<file path="src/rtl/frame_bram_reader.sv">
// Raster-order playback of the 8-bit RGB332 frame BRAM, timed to the window
// origin, with a BRAM-latency-matched valid line and expansion to 24-bit pixels.
module frame_bram_reader #(
    parameter int H_ACTIVE     = 640,
    parameter int V_ACTIVE     = 400,
    parameter int FRAME_WORDS  = 256000,
    parameter int BRAM_LATENCY = 2
) (
    input  logic        clk,
    input  logic        rst,
    input  logic        play,
    input  logic        frame_ready,
    input  logic [10:0] hcount,
    input  logic [9:0]  vcount,
    input  logic [10:0] hoffset,
    input  logic [9:0]  voffset,
    output logic [17:0] bram_addr,
    input  logic [7:0]  bram_dout,
    output logic [23:0] pixel_out,
    output logic        pixel_valid,
    output logic        frame_done,
    output logic [1:0]  reader_state
);

    localparam int LAT = (BRAM_LATENCY < 1) ? 1 : ((BRAM_LATENCY > 4) ? 4 : BRAM_LATENCY);
    localparam logic [11:0] H_SPAN    = 12'(H_ACTIVE);
    localparam logic [10:0] V_SPAN    = 11'(V_ACTIVE);
    localparam logic [17:0] LAST_ADDR = 18'(FRAME_WORDS - 1);

    typedef enum logic [1:0] {
        IDLE    = 2'b00,
        ARMED   = 2'b01,
        PLAYING = 2'b10,
        UNUSED  = 2'b11
    } state_t;

    state_t      state, state_next;
    logic [17:0] read_cnt, cnt_next;
    logic [11:0] h_end;
    logic [10:0] v_end;
    logic        in_window, at_origin, fetch;
    logic [LAT:1] fetch_pipe;
    logic [LAT:0] vld_pipe;
    logic [2:0]  r, g;
    logic [1:0]  b;
    logic [23:0] pixel_expanded;

    // Window ends are widened by one bit so the upper bound never wraps.
    assign h_end     = {1'b0, hoffset} + H_SPAN;
    assign v_end     = {1'b0, voffset} + V_SPAN;
    assign in_window = (hcount >= hoffset) && ({1'b0, hcount} < h_end) &&
                       (vcount >= voffset) && ({1'b0, vcount} < v_end);
    assign at_origin = (hcount == hoffset) && (vcount == voffset);

    // The origin fetch overlaps the ARMED->PLAYING transition cycle.
    assign fetch = in_window &&
                   ((state == PLAYING) ||
                    ((state == ARMED) && at_origin && frame_ready && play));

    assign frame_done   = fetch && (read_cnt == LAST_ADDR);
    assign bram_addr    = read_cnt;
    assign reader_state = state;

    always_ff @(posedge clk or posedge rst) begin
        if (rst) begin
            state    <= IDLE;
            read_cnt <= '0;
        end else begin
            state    <= state_next;
            read_cnt <= cnt_next;
        end
    end

    always_comb begin
        state_next = state;
        cnt_next   = read_cnt;
        if (!play) begin
            state_next = IDLE;
            cnt_next   = '0;
        end else if ((state == PLAYING) && !frame_ready) begin
            state_next = ARMED;
            cnt_next   = '0;
        end else begin
            if (fetch)
                cnt_next = frame_done ? '0 : read_cnt + 18'd1;
            case (state)
                IDLE: begin
                    state_next = ARMED;
                    cnt_next   = '0;
                end
                ARMED: begin
                    if (at_origin && frame_ready)
                        state_next = PLAYING;
                end
                PLAYING: ;
                default: begin
                    state_next = IDLE;
                    cnt_next   = '0;
                end
            endcase
        end
    end

    // Stage 0 is the live fetch; stage LAT lines up with registered BRAM data.
    always_comb vld_pipe = {fetch_pipe, fetch};

    assign r = bram_dout[7:5];
    assign g = bram_dout[4:2];
    assign b = bram_dout[1:0];
    assign pixel_expanded = {r, r, r[2:1], g, g, g[2:1], b, b, b, b};

    always_ff @(posedge clk or posedge rst) begin
        if (rst) begin
            fetch_pipe <= '0;
            pixel_out  <= '0;
        end else begin
            fetch_pipe <= vld_pipe[LAT-1:0];
            pixel_out  <= vld_pipe[LAT-1] ? pixel_expanded : 24'h0;
        end
    end

    assign pixel_valid = fetch_pipe[LAT];

endmodule

</file>
<file path="config.mk">
export PLATFORM = sky130hd
export DESIGN_NAME = frame_bram_reader
export DESIGN_NICKNAME = d
export VERILOG_FILES = /design/src/rtl/frame_bram_reader.sv
export SDC_FILE = /design/constraint.sdc
export NUM_CORES = 1
export LEC_CHECK = 0
export BUFFER_PORTS_ARGS = -buffer_cell sky130_fd_sc_hd__buf_2
export CORE_MARGIN = 10
export CORE_UTILIZATION = 35
export CTS_CLUSTER_DIAMETER = 50
export CTS_CLUSTER_SIZE = 40
export DETAILED_ROUTE_END_ITERATION = 8
export PLACE_DENSITY = 0.58
export SYNTH_ARGS = -nofsm -noshare
export SYNTH_HDL_FRONTEND = slang
export SYNTH_SLANG_ARGS = --single-unit
</file>
<file path="constraint.sdc">
create_clock -name clk -period 3.55 [get_ports clk]
set_input_delay 0.71 -clock clk [delete_from_list [all_inputs] [get_ports clk]]
set_output_delay 0.71 -clock clk [all_outputs]
set_load 0.05 [all_outputs]
</file>
Word level (Yosys, flattened, before mapping). Cells that the tools add are included.

Add/subtract/negate cells: 3. Order comparisons: 4. Equal/unequal tests: 8. Mux-type cells: 10. Reductions and logical operators: 16.

Operator list (count): $mux 18 (5); $mux 24 (1); $add 18x1->18 const B (1); $eq 18x18->1 const B (1); $add 11x10->12 const B (1); $lt 11x12->1 (1); $add 10x9->11 const B (1); $eq 11x11->1 (1); $ge 11x11->1 (1); $logic_and 1x1->1 (11); $lt 10x11->1 (1); $eq 10x10->1 (1); $ge 10x10->1 (1); $ne 4x2->1 const B (2); $mux 2 (3); $pmux 2 s3 (1); $ne 3x2->1 const B (1); $eq 2x1->1 const B (1); $eq 2x2->1 const B (1); $logic_not 2->1 (1); $reduce_and 2->1 (1); $reduce_or 2->1 (1); $logic_not 1->1 (1); $logic_or 1x1->1 (1).

Register bits after elaboration: 46. Bits of input ports: 54. Output and inout port bits: 46. Logic and storage cells: 45.

Longest topological paths before layout. Gate-level depths: netlist (run 1).

Depth after elaboration: 13. Gate-level depth with buffers: 13. Gate-level depth less buffers: 11.

Worst setup path before layout (run 1). Ideal clock, no wire load.

Kind: input to output. Start: input port voffset[4]. End: output port frame_done. Arrival time: 2.880 ns. Required time: 2.840 ns. Slack: -0.040 ns. Stages: 12. Path buffers: 2. Cell sequence: ha_1 -> a21oi_1 -> xnor2_1 -> ha_1 -> a21o_1 -> a21oi_1 -> a21oi_1 -> nor4_1 -> and3_1 -> buf_6 -> buf_4 -> and2_1.

Word-level cells in the longest chain between the ends: 8. Elaborated cells on any way between the ends: 13. Those cells by class: 1 x add/sub; 2 x order compare; 1 x eq/ne; 9 x reduce/logical.

Ends and longest elaborated chain: start, declared (RTL line 16) `input logic [9:0] voffset,`; branches (longest 6 deep; another with $add 10x9->11); $logic_and 1x1->1 (*) (RTL line 56) `assign fetch = in_window &&`; named net fetch (RTL line 41) `logic in_window, at_origin, fetch;`; $logic_and 1x1->1 (*) (RTL line 60) `assign frame_done = fetch && (read_cnt == LAST_ADDR);`; end, declared (RTL line 21) `output logic frame_done,`.

Mark *: on every way through the listed nets, which the timed path passes.

Worst setup path in the final report (run 1).
Start: input port voffset[4]. End: output port frame_done.

Word-level cells in the longest chain between the ends: 8. Elaborated cells on any way between the ends: 13. Those cells by class: 1 x add/sub; 2 x order compare; 1 x eq/ne; 9 x reduce/logical.

Ends and longest elaborated chain (RTL line): branches (longest 6 deep; another with $add 10x9->11); $logic_and 1x1->1 (*) (56); $logic_and 1x1->1 (*) (60).

Every way passes the cells marked *.

==> reports/qor.txt, run 1 <==
Outcome - complete, no violations
Class of the worst hold path - input port to async pin
Post-route ant nets - 0
Leak pwr - 1.76 nW
Clk root buf - clkbuf_8
Avg Inst Size Synth - 8.65 um^2
Yosys warnings - 0
Post-synth EDFFs - 0
Largest delay share family, worst path - simple AND/OR/NAND/NOR gates
Number of global-route vias before repair - 2482
Largest family of logic cells by synthesized area - simple AND/OR/NAND/NOR gates
Slew of the pin with the lowest slew margin - 757 ps
Crit-path max cell delay - 300 ps
Cts hold-fix bufs - 0
Setup crit end kind - primary output
Fmax - 294 MHz
WL/cell - 13.8 um
Routed vias/inst - 4.99
CTS tree - built
Vias - 2430
Period Utilization, post-route - 95.8%
Die Wd - 106 um
Synthesized Nets - 389
Most frequent cells in the layout - 98 x buf_2, 36 x ha_1, 30 x dfrtp_1
Most used DFF post-synth - dfrtp_1
Drt first-iter violations - 90
Power share of the clock group - 28.5%
Worst path slowest cell - ha_1
Most common cell after layout, fill and taps aside - buf_2
Die Height - 106 um
DR top layer - met4
Kind of critical path - input port to primary output
H-tree depth - 2
Area Overhead vs Synth - 24.3%
Slew HR - 49.4%
Gpl congestion - 0.801
Reg2Reg Depth - 8
Critical path data arrival time - 2690 ps
Global-route usage over all layers - 11.7%
Met1 Wirelength - 2.88 mm
Combinational power share - 35.3%
Netlist cell types - 46
Drt first pass iters - 4
Synthesized area - 2580 um^2
Switching Share - 36.1%
Wire length on met3 - 626 um
Starting density of the core - 35.7%
Synth Area in Compound Gates - 16.2%
Asr flop ratio synth - 100%
Metal2 WL - 3.17 mm
Count of max-cap constraint violations - 0
Worst flop-to-flop path startpoint - bram_addr[0]
Critical Path RT - 2840 ps
FF-to-FF setup slack - 1120 ps
Setup repair bufs after CTS - 0
XOR/XNOR share of the synthesized area - 2.04%
Initial antenna violation count - 0
Final Setup Violations - 0
VDD IR max - 0.129 mV
P_sw - 362 uW
Reg power frac - 36.2%
Post-synthesis simple-gate area fraction - 22.8%
Register area share after synthesis - 29.1%
DRC viols - 0
Max clock buf depth - 2
Crit path cell chain - buf_2 > buf_4 > nand3_2 > and3_4 > xnor2_2 > ha_1 > nand3_1 > a21oi_1 > o31a_1 > nor4_1 > and3_2 > and2_4 > buf_8
Synth Area in Adders - 18.0%
Worst skew pair latency - 280 ps
Number of fill cells - 748
Hold Fails Final Rpt - 0
Post-synthesis mux area share - 1.16%
Share of layout cells above drive strength 1 - 32.5%
# diodes - 0
I/O pin cnt - 100
Post-Syn Instances - 298
Fin nets - 478
Total Die Area - 11200 um^2
Clock period minus final worst setup slack - 3400 ps
Final Max Slew Viols - 0
Max Clock Skew - 6.32 ps
First-pass GRT wire length - 11.3 mm
CP Launch Type - input port
Final WL - 6.73 mm
Internal - 641 uW
Post-DP HPWL - 5.63 mm
RSZ-0062 raised after global routing - false
IO Port Bufs - 99
Critical path fanouts, max - 3
Reg-to-reg endpoint - bram_addr[14]
Core box area - 7210 um^2
Overflow after GRT - 0
PD cells - 313 nW/um^2
CTS clk-pin slew, worst paths - 70 ps
Pin count of the biggest net entering global routing - 34
TritonCTS buffer count - 5
Worst hold slack - 424 ps
Crit path buffers/inverters - 3
Clock sink total - 30
Floorplan row count - 31
Yosys reg bits - 30
Setup tns final - 0 ps
-- final cells by class --
type,instances,area [um^2],share of cell area [%]
sequential,30,751,23.4
timing repair buffer,104,543,16.9
tap,99,124,3.86
clock inverter,1,5.00,0.156
multi-input combinational,218,1590,49.6
clock buffer,7,86.3,2.69
inverter,28,105,3.28
-- how the worst max path moves through the flow --
stage                     from    endpoint  slack [ps]  depth (start not counted)
finish              voffset[4]  frame_done         150                         13
global route        voffset[4]  frame_done         0.5                         13
CTS                 voffset[4]  frame_done          30                         12
detailed placement  voffset[4]  frame_done         -30                         12
global placement    voffset[4]  frame_done          30                         12
floorplan           voffset[4]  frame_done          90                         12
-- worst register-to-register path, cell delays in order (launching register included) --
cell and delay, ps:
dfrtp_1 440, ha_1 250, nand3_1 130, nor3_2 400
and2_1 200, nand4_1 380, nand2_1 170, nand2_1 60
a32o_1 270
-- Yosys cell counts (3+ instances only) --
master	instances	area [um^2]
a21boi_0	3	22.5
a21o_1	3	22.5
a21oi_1	24	120
a31o_2	3	26.3
and2_1	11	68.8
and3_1	6	37.5
buf_4	17	128
dfrtp_1	30	751
ha_1	37	463
inv_1	28	105
mux2i_1	3	30.0
nand2_1	21	78.8
nand2b_1	6	37.5
nand3_1	17	85.1
nand3b_1	3	22.5
nand4_1	5	31.3
nand4b_1	3	26.3
nor2_1	19	71.3
nor2b_1	4	25.0
nor3_1	8	40.0
o21ai_0	6	30.0
xnor2_1	5	43.8
-- what timing repair did --
| action | 4_1_cts | 5_1_grt |
|---|---|---|
| pin swaps | 0 | 6 |
| setup endpoints to repair | 1 | 1 |
| gates resized for setup | 1 | 11 |
-- metal layers --
layer  vias to the layer above  global-route usage [%]
met5                         -                       0
met2                        79                    20.3
met1                      1127                    13.2
li1                       1219                       -
met3                         5                    4.38
met4                         0                    2.90
-- power groups by stage --
| stage | Sequential [mW] | Combinational (mW) | Clock [mW] |
|---|---|---|---|
| 3_3_place_gp | 0.369 | 0.346 | 0 |
| 2_1_floorplan | 0.404 | 0.208 | 0 |
| 4_1_cts | 0.363 | 0.353 | 0.294 |
| 3_5_place_dp | 0.369 | 0.351 | 0 |
| 6_report | 0.363 | 0.354 | 0.286 |
| 5_1_grt | 0.365 | 0.404 | 0.307 |
-- cells by family (layout without fill, tap and decap cells) --
logic type,count (synthesis),after routing
adder cells (fa/ha/maj),37,37
flip-flops,30,30
AO/OA/AOI/OAI,62,62
XOR/XNOR,6,6
multiplexers,3,3
buffers and inverters,50,140
AND/OR/NAND/NOR,110,110
-- state kept, by name, indices dropped and copies added (netlist names) --
| name | flops |
|---|---|
| pixel_out | 8 |
| reader_state | 2 |
| bram_addr | 18 |
| fetch_pipe | 2 |
-- through the flow --
stage	setup WS (ps)	cell area [um^2]	total power [mW]	std cells	util, %
5_1_grt	0.532	3210	1.08	487	44.4
2_1_floorplan	87.6	2580	0.613	298	-
6_report	149	3210	1.00	487	44.4
3_3_place_gp	26.2	3070	0.715	480	42.6
3_5_place_dp	-28.0	3070	0.721	480	42.6
4_1_cts	31.9	3170	1.01	488	43.9
(Power assumes the default switching activity.)
==> run 2, diff against run 1 <==
--- a/config.mk
+++ b/config.mk
@@ -12,6 +12,7 @@
 export CTS_CLUSTER_SIZE = 40
 export DETAILED_ROUTE_END_ITERATION = 8
 export PLACE_DENSITY = 0.58
+export SETUP_SLACK_MARGIN = 0.2
 export SYNTH_ARGS = -nofsm -noshare
 export SYNTH_HDL_FRONTEND = slang
 export SYNTH_SLANG_ARGS = --single-unit
==> reports/qor.txt, run 2 (synthesized netlist as in run 1, its figures left out) <==
Outcome - complete, no violations
Count of max-cap constraint violations - 0 (unchanged)
Worst hold slack - 501 ps (+76.2 ps)
Worst Setup SP - voffset[5]
Kind of critical path - input port to primary output
Total Die Area - 11200 um^2 (unchanged)
Pin count of the biggest net entering global routing - 34 (unchanged)
Slew HR - 49.8% (+0.44 points)
CTS clk-pin slew, worst paths - 70 ps (about the same)
Most frequent cells in the layout - 96 x buf_2, 34 x ha_1, 30 x dfrtp_1
Final Max Slew Viols - 0 (unchanged)
Number of global-route vias before repair - 2489 (+0.28%)
Number of fill cells - 744 (-0.53%)
Worst skew pair latency - 280 ps (about the same)
WP depth - 12 (-1)
PD cells - 326 nW/um^2 (+4.2%)
CP Launch Type - input port
Worst flop-to-flop path startpoint - bram_addr[0]
Most common cell after layout, fill and taps aside - buf_2
# diodes - 0 (unchanged)
Seq. cell area - 751 um^2 (unchanged)
Hold Fails Final Rpt - 0 (unchanged)
CTS tree - built
CP endpoint - frame_done
Initial antenna violation count - 0 (unchanged)
Final WL - 6.82 mm (+1.2%)
RSZ-0062 raised after global routing - true
Setup tns final - 0 ps (unchanged)
Share of layout cells above drive strength 1 - 32.8% (+0.34 points)
Area Overhead vs Synth - 25.7%
Cts hold-fix bufs - 0 (unchanged)
Routed vias/inst - 4.96 (-0.54%)
Largest register FFs - 18 (unchanged)
Period Utilization, post-route - 94.6% (-1.2 points)
DRC viols - 0 (unchanged)
TritonCTS buffer count - 5 (unchanged)
Max Clock Skew - 3.49 ps (-2.83 ps)
Critical Path RT - 2840 ps (about the same)
Fin nets - 477 (-0.21%)
Drt first-iter violations - 141 (+57%)
Vias - 2412 (-0.74%)
Largest delay share family, worst path - simple AND/OR/NAND/NOR gates
Floorplan row count - 31 (unchanged)
First-pass GRT wire length - 11.6 mm (+2.9%)
Reg-to-reg endpoint - bram_addr[14]
Post-DP HPWL - 5.61 mm (-0.38%)
Core box area - 7210 um^2 (unchanged)
Critical path fanouts, max - 3 (unchanged)
WL/cell - 14.0 um (+1.5%)
H-tree depth - 2 (unchanged)
Leak pwr - 1.77 nW (+0.30%)
Gpl congestion - 0.821 (+2.5%)
Multi-input gate area - 1600 um^2 (+0.55%)
Worst path slowest cell - ha_1
Post-route ant nets - 0 (unchanged)
Clock sink total - 30 (unchanged)
Class of the worst hold path - input port to async pin
VDD IR max - 0.144 mV (+12%)
Starting density of the core - 35.7% (unchanged)
Slew of the pin with the lowest slew margin - 751 ps (-6.65 ps)
I/O pin cnt - 100 (unchanged)
Clk root buf - clkbuf_8
Drt first pass iters - 4 (unchanged)
Max clock buf depth - 2 (unchanged)
Die Wd - 106 um (unchanged)
Setup crit end kind - primary output
Final Setup Violations - 0 (unchanged)
IO Port Bufs - 99 (unchanged)
Overflow after GRT - 0 (unchanged)
Fmax - 298 MHz (+1.3%)
Crit-path max cell delay - 260 ps (-40 ps)
Crit path cell chain - buf_8 > ha_4 > a21oi_2 > xnor2_1 > ha_1 > a21o_1 > a21oi_2 > a21oi_1 > nor4_1 > and3_1 > and2_4 > buf_8
Crit path buffers/inverters - 2 (-1)
FF-to-FF setup slack - 1170 ps (+50 ps)
Global-route usage over all layers - 12.1% (+0.44 points)
Clock period minus final worst setup slack - 3360 ps (-43.7 ps)
Critical path data arrival time - 2650 ps (-40 ps)
Reg2Reg Depth - 8 (unchanged)
Die Height - 106 um (unchanged)
## run 2: cell types whose count changed in the layout (fill, tap and decap cells not counted), moves of 2 or more
cell	change
buf_2	-2
a21oi_2	+2
a21oi_1	-2
and3_1	+2
ha_1	-2
## run 2: repair_timing
action / CTS / global route
setup endpoints to repair: 1 / 1
resized for setup: 14 / 1
gates cloned: 0 / 0
buffers inserted: 1 / 0
pin swaps: 8 / 3
## run 2: per-layer routing
| metal | wire length, um | vias to the layer above | track usage, % | part of all wire [%] |
|---|---|---|---|---|
| li1 | - | 1218 | - | - |
| met1 | 2900 | 1095 | 14.5 | 43 |
| met2 | 3120 | 93 | 19.3 | 46 |
| met4 | 59 | 0 | 3.29 | 0.87 |
| met5 | 0 | - | 0 | 0 |
| met3 | 737 | 6 | 5.30 | 11 |
## run 2: worst min-delay path by stage
| stage | startpoint | end | slack, ps | depth (start not counted) |
|---|---|---|---|---|
| final | rst | pixel_out[15] | 500 | 3 |
| after global routing | rst | pixel_out[15] | 540 | 3 |
| after CTS | rst | pixel_out[15] | 510 | 3 |
| after detailed placement | fetch_pipe[1] | fetch_pipe[2] | 500 | 0 |
| after global placement | fetch_pipe[1] | fetch_pipe[2] | 500 | 0 |
| after floorplan | fetch_pipe[1] | fetch_pipe[2] | 430 | 0 |
## run 2: layout make-up
| type | count | area share (%) |
|---|---|---|
| multi-input cells | 218 | 49.4 |
| flip-flops and latches | 30 | 23.2 |
| repair buffers | 103 | 17.0 |
| well taps | 99 | 3.82 |
| inverters | 28 | 3.24 |
| clock buffers | 5 | 2.12 |
| clock inverters | 3 | 1.24 |
## run 2: through the flow
| stage | instance area (um^2) | util [%] | std cells | power [mW] | setup slack, ps |
|---|---|---|---|---|---|
| 2_1_floorplan | 2590 | - | 298 | 0.613 | 212 |
| 3_3_place_gp | 3050 | 42.3 | 477 | 0.711 | 21.4 |
| 3_5_place_dp | 3050 | 42.3 | 477 | 0.718 | -39.6 |
| 4_1_cts | 3240 | 44.9 | 486 | 1.07 | 182 |
| 5_1_grt | 3240 | 44.9 | 486 | 1.13 | 94.1 |
| 6_report | 3240 | 44.9 | 486 | 1.06 | 192 |
## run 2: power by group
group | total (mW) | internal [mW] | switching, mW
sequential | 0.364 | 0.352 | 0.0121
combinational | 0.355 | 0.134 | 0.220
clock | 0.337 | 0.206 | 0.130
total | 1.06 | 0.693 | 0.363
## run 2: tightest hold or removal path: cells and delay by family
kind	cells	cell delay, ps
buffers and inverters	3	480
==> run 3, diff against run 2 <==
--- a/config.mk
+++ b/config.mk
@@ -7,11 +7,10 @@
 export LEC_CHECK = 0
 export BUFFER_PORTS_ARGS = -buffer_cell sky130_fd_sc_hd__buf_2
 export CORE_MARGIN = 10
-export CORE_UTILIZATION = 35
-export CTS_CLUSTER_DIAMETER = 50
+export CORE_UTILIZATION = 50
 export CTS_CLUSTER_SIZE = 40
 export DETAILED_ROUTE_END_ITERATION = 8
-export PLACE_DENSITY = 0.58
+export PLACE_DENSITY = 0.79
 export SETUP_SLACK_MARGIN = 0.2
 export SYNTH_ARGS = -nofsm -noshare
 export SYNTH_HDL_FRONTEND = slang
==> reports/qor.txt, run 3 (synthesized netlist as in run 1, its figures left out) <==
Gpl congestion - 0.778 (-5.2%)
Final worst slack - 238 ps (+45.9 ps)
Worst path slowest cell - ha_1
Max clock buf depth - 2 (unchanged)
TritonCTS buffer count - 5 (unchanged)
Leak pwr - 1.76 nW (-0.41%)
Hold Fails Final Rpt - 0 (unchanged)
Share of layout cells above drive strength 1 - 33.2% (+0.34 points)
VDD IR max - 0.201 mV (+40%)
Crit path cell chain - buf_6 > ha_4 > xnor2_1 > ha_1 > o21ai_1 > a21oi_1 > o31a_1 > nor4_1 > and3_1 > and2_4 > buf_8
Final WL - 6.60 mm (-3.2%)
I/O pin cnt - 100 (unchanged)
Overflow after GRT - 0 (unchanged)
Fin nets - 478 (+0.21%)
Drt first pass iters - 4 (unchanged)
Vias - 2468 (+2.3%)
Most frequent cells in the layout - 93 x buf_2, 34 x ha_1, 30 x dfrtp_1
PD cells - 306 nW/um^2 (-6.1%)
CTS tree - built
Max Clock Skew - 8.84 ps (+5.35 ps)
Fmax - 302 MHz (+1.4%)
Period Utilization, post-route - 93.3% (-1.3 points)
DRC viols - 0 (unchanged)
Die Height - 91.8 um (-13%)
Setup tns final - 0 ps (unchanged)
CP Launch Type - input port
Critical path data arrival time - 2600 ps (-50 ps)
Clk root buf - clkbuf_8
Count of max-cap constraint violations - 0 (unchanged)
H-tree depth - 2 (unchanged)
Reg power frac - 36.8% (+2.3 points)
RSZ-0062 raised after global routing - true
# diodes - 0 (unchanged)
Number of global-route vias before repair - 2527 (+1.5%)
Core box area - 5040 um^2 (-30%)
Internal - 642 uW (-7.4%)
Global-route usage over all layers - 15.1% (+3.0 points)
Clock sink total - 30 (unchanged)
Initial antenna violation count - 0 (unchanged)
Cts hold-fix bufs - 0 (unchanged)
Finished Core Util - 63.9% (+19 points)
Slew HR - 26.9% (-23 points)
Combinational power share - 36.5% (+2.9 points)
Routed vias/inst - 5.41 (+9.1%)
Crit-path max cell delay - 300 ps (+40 ps)
Die Wd - 91.8 um (-13%)
Total Die Area - 8430 um^2 (-25%)
Post-DP HPWL - 5.36 mm (-4.5%)
CTS clk-pin slew, worst paths - 60 ps (about the same)
Number of fill cells - 438 (-41%)
Pin count of the biggest net entering global routing - 34 (unchanged)
Worst skew pair latency - 280 ps (about the same)
Floorplan row count - 26 (-16%)
Final Max Slew Viols - 0 (unchanged)
Final Setup Violations - 0 (unchanged)
Setup WS pre-CTS - -35.0 ps (+4.61 ps)
Starting density of the core - 51.1% (+15 points)
Post-route ant nets - 0 (unchanged)
P_sw - 344 uW (-5.2%)
First-pass GRT wire length - 11.0 mm (-5.2%)
Kind of critical path - input port to primary output
Total power - 986 uW (-6.6%)
Drt first-iter violations - 109 (-23%)
IO Port Bufs - 99 (unchanged)
Critical path fanouts, max - 3 (unchanged)
Slew of the pin with the lowest slew margin - 1090 ps (+344 ps)
WL/cell - 14.5 um (+3.1%)
Switching Share - 34.9% (+0.52 points)
Class of the worst hold path - register to register
Outcome - complete, no violations
Most common cell after layout, fill and taps aside - buf_2
Setup crit end kind - primary output
Area Overhead vs Synth - 24.9%
Power share of the clock group - 26.7% (-5.2 points)
Clock period minus final worst setup slack - 3310 ps (-45.9 ps)
Critical Path RT - 2840 ps (about the same)
Largest register FFs - 18 (unchanged)
==> run 3: area by class of cell <==
class                   instances  area [um^2]  share of cell area, %
inverters                      28          105                   3.26
flip-flops and latches         30          751                   23.3
clock buffers                   6         82.6                   2.56
well taps                      70         87.6                   2.72
repair buffers                104          582                   18.1
multi-input cells             218         1610                   50.1
==> run 3: final timing paths <==
| path | from | to | slack (ps) | cells past startpoint |
|---|---|---|---|---|
| worst max-delay path | voffset[5] | frame_done | 240 | 11 |
| worst min register to register | fetch_pipe[1] | fetch_pipe[2] | 510 | 0 |
| min in group asynchronous | rst | pixel_out[22] | 710 | 2 |
| max in group asynchronous | rst | bram_addr[15] | 2180 | 2 |
| worst max register to register | reader_state[0] | bram_addr[9] | 1200 | 9 |
| worst min-delay path | fetch_pipe[1] | fetch_pipe[2] | 510 | 0 |
==> run 3: critical path: cells and delay by family <==
family | cells | cell delay, ps
AND/OR/NAND/NOR | 3 | 650
adder cells (fa/ha/maj) | 2 | 460
buffers and inverters | 2 | 250
AO/OA/AOI/OAI | 3 | 400
XOR/XNOR | 1 | 120
==> run 3: metrics by stage <==
stage,instance area [um^2],cells,hold WS (ps)
final,3220,456,509
after global routing,3220,456,552
after CTS,3180,454,526
after detailed placement,3010,447,512
after global placement,3010,447,494
after floorplan,2590,298,432
==> run 3: metal layers <==
| metal | part of all wire [%] | vias up | GRT usage [%] |
|---|---|---|---|
| met2 | 51 | 85 | 26.8 |
| met1 | 39 | 1158 | 16.3 |
| li1 | - | 1221 | - |
| met3 | 9.3 | 4 | 6.36 |
| met5 | 0 | - | 0 |
| met4 | 0.73 | 0 | 3.86 |
==> run 3: power groups by stage <==
stage	Clock [mW]	Combinational [mW]	Sequential (mW)
finish	0.263	0.360	0.363
global route	0.293	0.410	0.365
CTS	0.271	0.355	0.363
detailed placement	0	0.341	0.369
global placement	0	0.335	0.369
floorplan	0	0.209	0.404
==> run 3: what timing repair did <==
item | in CTS | in global routing
buffers inserted | 1 | 2
setup endpoints to repair | 1 | 1
resized for setup | 20 | 7
gates cloned | 0 | 0
hold endpoints to repair | 0 | 0
pin swaps | 11 | 10
